[src/rtl/legv8_instr_encoder.sv]
// LEGv8 instruction encoder: packs decoded fields and a signed immediate into a
// 32-bit word, range-checks the immediate, and queues {instr, addr} pairs in a small FIFO.
module legv8_instr_encoder #(
    parameter int                ADDR_W    = 64,
    parameter logic [ADDR_W-1:0] BASE_ADDR = '0,
    parameter int                DEPTH     = 2
) (
    input  logic              clk,
    input  logic              rst_n,
    input  logic              in_valid,
    output logic              in_ready,
    input  logic [2:0]        fmt,
    input  logic [10:0]       opcode,
    input  logic [4:0]        rd,
    input  logic [4:0]        rn,
    input  logic [4:0]        rm,
    input  logic [5:0]        shamt,
    input  logic [63:0]       imm,
    input  logic              clr_err,
    output logic              out_valid,
    input  logic              out_ready,
    output logic [31:0]       instr,
    output logic [ADDR_W-1:0] addr,
    output logic              err_sticky,
    output logic [7:0]        err_cnt
);

    localparam int PTR_W = (DEPTH > 1) ? $clog2(DEPTH) : 1;
    localparam int CNT_W = PTR_W + 1;

    localparam logic [2:0] FMT_R  = 3'd0;
    localparam logic [2:0] FMT_I  = 3'd1;
    localparam logic [2:0] FMT_D  = 3'd2;
    localparam logic [2:0] FMT_B  = 3'd3;
    localparam logic [2:0] FMT_CB = 3'd4;
    localparam logic [2:0] FMT_IW = 3'd5;

    logic [31:0]       encWord;
    logic              immLegal;
    logic              accept;
    logic              push;
    logic              pop;
    logic              reject;

    logic [31:0]       instrMem [DEPTH];
    logic [ADDR_W-1:0] addrMem  [DEPTH];
    logic [PTR_W-1:0]  headPtr;
    logic [PTR_W-1:0]  tailPtr;
    logic [CNT_W-1:0]  count;
    logic [ADDR_W-1:0] addrCnt;

    // Signed fields fit when every bit above the field's sign bit equals it;
    // unsigned fields fit when everything above the field is zero.
    always_comb begin
        encWord  = '0;
        immLegal = 1'b0;
        case (fmt)
            FMT_R: begin
                encWord  = {opcode, rm, shamt, rn, rd};
                immLegal = 1'b1;
            end
            FMT_I: begin
                encWord  = {opcode[10:1], imm[11:0], rn, rd};
                immLegal = ~|imm[63:12];
            end
            FMT_D: begin
                encWord  = {opcode, imm[8:0], 2'b00, rn, rd};
                immLegal = (&imm[63:8]) | (~|imm[63:8]);
            end
            FMT_B: begin
                encWord  = {opcode[10:5], imm[25:0]};
                immLegal = (&imm[63:25]) | (~|imm[63:25]);
            end
            FMT_CB: begin
                encWord  = {opcode[10:3], imm[18:0], rd};
                immLegal = (&imm[63:18]) | (~|imm[63:18]);
            end
            FMT_IW: begin
                encWord  = {opcode[10:2], shamt[1:0], imm[15:0], rd};
                immLegal = ~|imm[63:16];
            end
            default: begin
                encWord  = '0;
                immLegal = 1'b0;
            end
        endcase
    end

    assign out_valid = (count != '0);
    assign in_ready  = rst_n && ((count < CNT_W'(DEPTH)) || (out_valid && out_ready));
    assign accept    = in_valid && in_ready;
    assign push      = accept && immLegal;
    assign reject    = accept && !immLegal;
    assign pop       = out_valid && out_ready;

    assign instr = out_valid ? instrMem[headPtr] : '0;
    assign addr  = out_valid ? addrMem[headPtr]  : BASE_ADDR;

    // Storage needs no reset: the occupancy count alone decides what is live.
    always_ff @(posedge clk) begin
        if (push) begin
            instrMem[tailPtr] <= encWord;
            addrMem[tailPtr]  <= addrCnt;
        end
    end

    always_ff @(posedge clk or negedge rst_n) begin
        if (!rst_n) begin
            headPtr <= '0;
            tailPtr <= '0;
            count   <= '0;
            addrCnt <= BASE_ADDR;
        end else begin
            if (push) begin
                tailPtr <= tailPtr + PTR_W'(1);
                addrCnt <= addrCnt + ADDR_W'(4);
            end
            if (pop) begin
                headPtr <= headPtr + PTR_W'(1);
            end
            case ({push, pop})
                2'b10:   count <= count + CNT_W'(1);
                2'b01:   count <= count - CNT_W'(1);
                default: count <= count;
            endcase
        end
    end

    // A clear in the same cycle as a rejection wins.
    always_ff @(posedge clk or negedge rst_n) begin
        if (!rst_n) begin
            err_sticky <= 1'b0;
            err_cnt    <= '0;
        end else if (clr_err) begin
            err_sticky <= 1'b0;
            err_cnt    <= '0;
        end else if (reject) begin
            err_sticky <= 1'b1;
            if (err_cnt != 8'hFF) begin
                err_cnt <= err_cnt + 8'd1;
            end
        end
    end

endmodule
[config.mk]
export PLATFORM = sky130hd
export DESIGN_NAME = legv8_instr_encoder
export DESIGN_NICKNAME = d
export VERILOG_FILES = /design/src/rtl/legv8_instr_encoder.sv
export SDC_FILE = /design/constraint.sdc
export NUM_CORES = 1
export LEC_CHECK = 0
export ABC_AREA = 1
export CORE_MARGIN = 2
export CORE_UTILIZATION = 45
export CTS_BUF_LIST = sky130_fd_sc_hd__clkbuf_8
export CTS_CLUSTER_DIAMETER = 120
export CTS_CLUSTER_SIZE = 24
export DETAILED_ROUTE_END_ITERATION = 12
export HOLD_SLACK_MARGIN = 0.06
export PLACE_DENSITY = 0.69
export SLEW_MARGIN = 20
export SYNTH_ARGS = -nofsm -noshare
export SYNTH_HDL_FRONTEND = slang
export SYNTH_SLANG_ARGS = --single-unit
[constraint.sdc]
create_clock -name clk -period 6.6 [get_ports clk]
set_input_delay 0.99 -clock clk [delete_from_list [all_inputs] [get_ports clk]]
set_output_delay 0.99 -clock clk [all_outputs]
set_load 0.01 [all_outputs]
==> results of run 1 <==
layout by cell type, fill, tap and decap left out, types with 25 or more instances in the layout:
cell type / synthesis / layout
a21oi_1: 98 / 98
clkdlybuf4s50_1: 0 / 207
dfrtp_1: 75 / 74
edfxtp_1: 188 / 188
inv_1: 106 / 114
nand2_1: 532 / 532
nand3_1: 57 / 57
nand4_1: 31 / 31
nor2_1: 156 / 152
nor3_1: 31 / 31
o21ai_0: 43 / 43
xnor2_1: 25 / 25
xor2_1: 42 / 42
sequential cells by signal (all words and copies together) (netlist names):
name / cells
addrMem: 124
instrMem: 64
addrCnt: 62
err_cnt: 8
count: 2
err_sticky: 1
headPtr: 1
tailPtr: 1
metrics by stage:
step           utilization, %  setup slack (ps)  instance area (um2)
2_1_floorplan               -              26.1                13200
3_3_place_gp             54.3              1860                15600
3_5_place_dp             54.3              1790                15600
4_1_cts                  55.1              1940                15900
5_1_grt                  55.1              1770                15900
6_report                 55.1              1990                15900
cells by family after synthesis:
kind of cell / Yosys count / synth area share (%)
flip-flops: 263 / 57.0
AND/OR/NAND/NOR: 832 / 26.0
adder cells (fa/ha/maj): 3 / 0.285
AO/OA/AOI/OAI: 178 / 7.30
XOR/XNOR: 67 / 4.45
other: 1 / 0.0284
buffers and inverters: 160 / 4.96
worst max-delay path, stage by stage, from the launching register on:
cell and delay, ps:
dfrtp_2 690, inv_2 840, buf_4 550, nand2_1 120, a21oi_1 250, clkdlybuf4s50_1 580
Yosys cell counts, types with 4 or more instances:
cell type	number
dfrtp_1	75
nor4_1	5
nor2_1	156
nand3_1	57
edfxtp_1	188
o211ai_1	4
o2111ai_1	9
a22oi_1	9
nand4_1	31
buf_4	7
nand2_1	532
o21ai_0	43
xor2_1	42
buf_1	6
a21oi_1	98
inv_1	106
xnor2_1	25
clkbuf_1	34
o21ai_1	13
nor3_1	31
layer usage:
layer | up-vias | track usage (%) | part of all wire (%)
met3 | 44 | 2.31 | 4.8
met1 | 5164 | 36.1 | 47
met2 | 318 | 36.3 | 46
li1 | 5330 | - | -
met5 | - | 0 | 0
met4 | 0 | 5.42 | 2.2
report_power, final:
group	internal [uW]	total [uW]	switching (uW)
Combinational	854	1850	996
Sequential	1920	2100	182
Clock	215	692	477
Total	2990	4650	1650
final timing paths:
kind,to,slack (ps)
max,addr[17],1990
min,err_cnt[0]$_DFFE_PN0P_,410
max reg2reg,instrMem[1][7]$_DFFE_PP_,3690
min reg2reg,addrMem[1][19]$_DFFE_PP_,510
max in group asynchronous,addrCnt[25]$_DFFE_PN0P_,5270
min in group clk,addrMem[1][19]$_DFFE_PP_,510
layout make-up:
type | instances | share of cell area, %
inverters | 106 | 2.51
clock buffers | 15 | 1.30
flip-flops and latches | 263 | 47.4
repair buffers | 218 | 13.7
well taps | 384 | 3.03
multi-input cells | 1082 | 31.8
clock inverters | 9 | 0.213
==> flow_summary.ini, run 1 <==
[cells_and_area]
multi_input_area_mm2 = 0.00504
finalNetCount = 1792
antenna_cells = 0
ff_latch_area_mm2 = 0.00752
n_fill_cell = 2662
synthToLayoutAreaGrowth_pct = 20.3
final_cells = 2077
drive_above_1_share_pct = 2.72

[synth]
synth_enable_flop_cells = 188
synth.avg_cell_area_um2 = 8.77
ys_ff_latch = 263
yosysWarnings = 0
ys_top_cells_by_area = edfxtp_1 (43%), nand2_1 (15%), dfrtp_1 (14%), nor2_1 (4.4%), a21oi_1 (3.7%)
ys_seq_area_share_pct = 57.0
synthDistinctLibCells = 38
yosys.area.top_type_share_pct = 42.8
synth.cell_area_mm2 = 0.0132
synthArstFlopShare_pct = 28.5
synth_ff_type = edfxtp_1
yosysTopAreaCell = edfxtp_1
synthCells = 1504

[global_routing]
gr-total-overflow = 0
track_usage_pct = 23.6
grt_pass1_vias = 9981
grt_antenna_before_repair = 0
grt_max_degree = 74
grt_pass1_wl_um = 56400

[sta]
relSlewSlack_pct = 33.9
drv_slew = 0
tightest_slew_ps = 991
fin_crit_sh_pct = 69.9
hold_ws_ps = 407
setup_violations = 0
finalCriticalPeriod_ps = 4610
clock.fmax_ghz = 0.217
hold_viol = 0
setup_tns_ps = 0
clock_skew_ps = 26.2
rsz0062_at_grt = no

[worst_setup_path]
path_max_fanout = 52
timing.rr.start = count[1]$_DFFE_PN0P_
cp-start-kind = flip-flop
worstRegToRegCells = 6
arrival_ps = 3620
cp_data_required_time_ps = 5610
endpoint_kind = primary output
crit_start = headPtr$_DFFE_PN0P_
path_class = flip-flop to primary output

[placement]
dp.final_hpwl_um = 27200
dpl.cell_count = 2053
port_buffers = 208
gp_congestion = 0.968

[clocking]
postCtsHoldBufs = 0
numCtsBuffers = 14
root_buffer = clkbuf_8
post_cts_buffers = 0
path_clk_slew_ps = 150
htree_levels = 1
cts_tree = built
clk_latency_ps = 540
clock_path_buffers = 3
cts_resized = 0
clock_sinks = 263

[die]
initial_core_util_pct = 45.8
fp.dieW_um = 175
die_h_um = 175
num_rows = 62
io_pins = 211
core_area_mm2 = 0.0288
die-area_mm2 = 0.0307

[pwr]
power_density_mw_per_mm2 = 293
peakVddDrop_uv = 192
finalPower_uw = 4650
p_leak_uw = 0.00605

[detailed_routing]
drt_iter0_markers = 953
dr.pass1.iters = 5
drc_errors = 0
vias = 10900
routed_via_density = 5.23
wirelength_um = 36500
wl_per_cell_um = 17.6
ant_nets = 0

[hold_path]
min_path_type = primary input to asynchronous set/reset pin

[run_status]
outcome = complete, no violations

[job]
maxCapViolCount = 0
(Power assumes the default switching activity.)
==> run 2: changes to the inputs <==
- clock period: 6.6 -> 4.3 ns (I/O delays scaled with it)
==> flow_summary.ini, run 2 (synthesized netlist as in run 1, its figures left out) <==
[clocking]
htree_levels = 1
clock_path_buffers = 3
root_buffer = clkbuf_8
path_clk_slew_ps = 160
numCtsBuffers = 14
cts_tree = built
post_cts_buffers = 0
clock_sinks = 263
postCtsHoldBufs = 0
cts_resized = 0
clk_latency_ps = 530

[worst_setup_path]
crit_start = headPtr$_DFFE_PN0P_
reg2reg_to = addrCnt[58]$_DFFE_PN0P_
endpoint_kind = primary output
path_max_fanout = 54
cp-endpoint = addr[8]
timing.rr.start = addrCnt[2]$_DFFE_PN0P_
cp-start-kind = flip-flop
ff2ff_setup_slack_ps = 1710
arrival_ps = 2940
worstRegToRegCells = 9
path_class = flip-flop to primary output
cp_data_required_time_ps = 3650

[sta]
relSlewSlack_pct = 29.5
tightest_slew_ps = 1050
rsz0062_at_grt = no
fin_crit_sh_pct = 83.3
drv_slew = 0
setup_violations = 0
finalCriticalPeriod_ps = 3580
hold_viol = 0
clock_skew_ps = 20.4
clock.fmax_ghz = 0.279

[detailed_routing]
drt_iter0_markers = 990
drc_errors = 0
routed_via_density = 5.21
vias = 10900
wl_per_cell_um = 17.6
ant_nets = 0
wirelength_um = 36700
dr.pass1.iters = 6

[die]
die_h_um = 175
core_area_mm2 = 0.0288
die-area_mm2 = 0.0307
num_rows = 62
io_pins = 211
initial_core_util_pct = 45.8
fp.dieW_um = 175

[placement]
port_buffers = 208
dp.final_hpwl_um = 27500
place_area_mm2 = 0.0157
gp_congestion = 0.976

[pwr]
power_density_mw_per_mm2 = 450
seqPwrFrac_pct = 45.1
share_comb_of_total_power_pct = 40.1
p_leak_uw = 0.00609
switching_share_pct = 35.5
peakVddDrop_uv = 351
p_int_uw = 4630
clkPwrFrac_pct = 14.8
switchingPower_uw = 2550

[hold_path]
min_path_type = primary input to asynchronous set/reset pin

[global_routing]
grt_util_met1_pct = 35.2
grt_pass1_wl_um = 57000
use_met3_pct = 2.72
gr-total-overflow = 0
grt_util_met2_pct = 36.9
grt_antenna_before_repair = 1
grt.busiest_layer = met2
track_usage_pct = 23.7
grt_pass1_vias = 10100
grt_max_degree = 67

[cells_and_area]
largest_reg_flops = 124
max_flop_register = addrMem
top_regs = addrMem (124), instrMem (64), addrCnt (62)
synthToLayoutAreaGrowth_pct = 20.9
layout_commonest_cell = nand2_1
finalNetCount = 1799
fin_area_mm2 = 0.0159
drive_above_1_share_pct = 3.06
n_fill_cell = 2652
layout_common_cells = nand2_1 (532), clkdlybuf4s50_1 (207), edfxtp_1 (188)
finish.utilization_pct = 55.4

[job]
maxCapViolCount = 0

[run_status]
outcome = complete, no violations
[run 2: changes by cell type in the layout (fill, tap and decap cells not counted)]
cell and delta:
diode_2 +1, nor2_1 +1, buf_12 +2, buf_4 +5, nor2_2 -1
[run 2: final cells by class]
type | count | area (um2) | area share (%)
multi-input combinational | 1082 | 5040 | 31.6
sequential | 263 | 7520 | 47.2
antenna | 1 | 2.50 | 0.0157
clock buffer | 15 | 206 | 1.29
clock inverter | 9 | 33.8 | 0.212
tap | 384 | 480 | 3.01
inverter | 106 | 398 | 2.50
timing repair buffer | 225 | 2260 | 14.2
[run 2: how the worst min path moves through the flow]
stage                            start                       end  slack [ps]  cells after the start
2_1_floorplan                    rst_n   addrCnt[10]$_DFFE_PN0P_         350                      0
3_5_place_dp   addrCnt[19]$_DFFE_PN0P_  addrMem[0][19]$_DFFE_PP_         470                      0
5_1_grt                          rst_n   addrCnt[32]$_DFFE_PN0P_         260                      2
3_3_place_gp   addrCnt[19]$_DFFE_PN0P_  addrMem[0][19]$_DFFE_PP_         450                      0
4_1_cts                          rst_n   addrCnt[35]$_DFFE_PN0P_         230                      2
6_report                         rst_n   addrCnt[32]$_DFFE_PN0P_         220                      2
[run 2: metrics by stage]
stage                     worst slack, ps  TNS (ps)  total power (uW)  hold slack (ps)  instances
after detailed placement              844         0              6190              468       2060
after floorplan                      -343    -64480              4570              349       1505
after global placement                894         0              6160              449       2060
after CTS                             666         0              7250              228       2084
after global routing                  518         0              7580              264       2084
final                                 717         0              7170              220       2085
[run 2: critical path, cell delays in order (launching register included)]
cell and delay [ps]:
dfrtp_2 750, inv_2 150, buf_4 530, nand2_1 110, a21oi_1 220, clkdlybuf4s50_1 580
[run 2: power groups by stage]
stage	Combinational [uW]	Clock [uW]	Sequential [uW]
after global placement	2870	0	3290
after global routing	3130	1170	3280
after detailed placement	2890	0	3290
after floorplan	1430	0	3140
after CTS	2910	1100	3240
final	2880	1060	3240
[run 2: layer usage]
| metal | wire length [um] | part of all wire [%] |
|---|---|---|
| met1 | 17200 | 47 |
| met4 | 1060 | 2.9 |
| met2 | 16800 | 46 |
| met5 | 0 | 0 |
| met3 | 1680 | 4.6 |
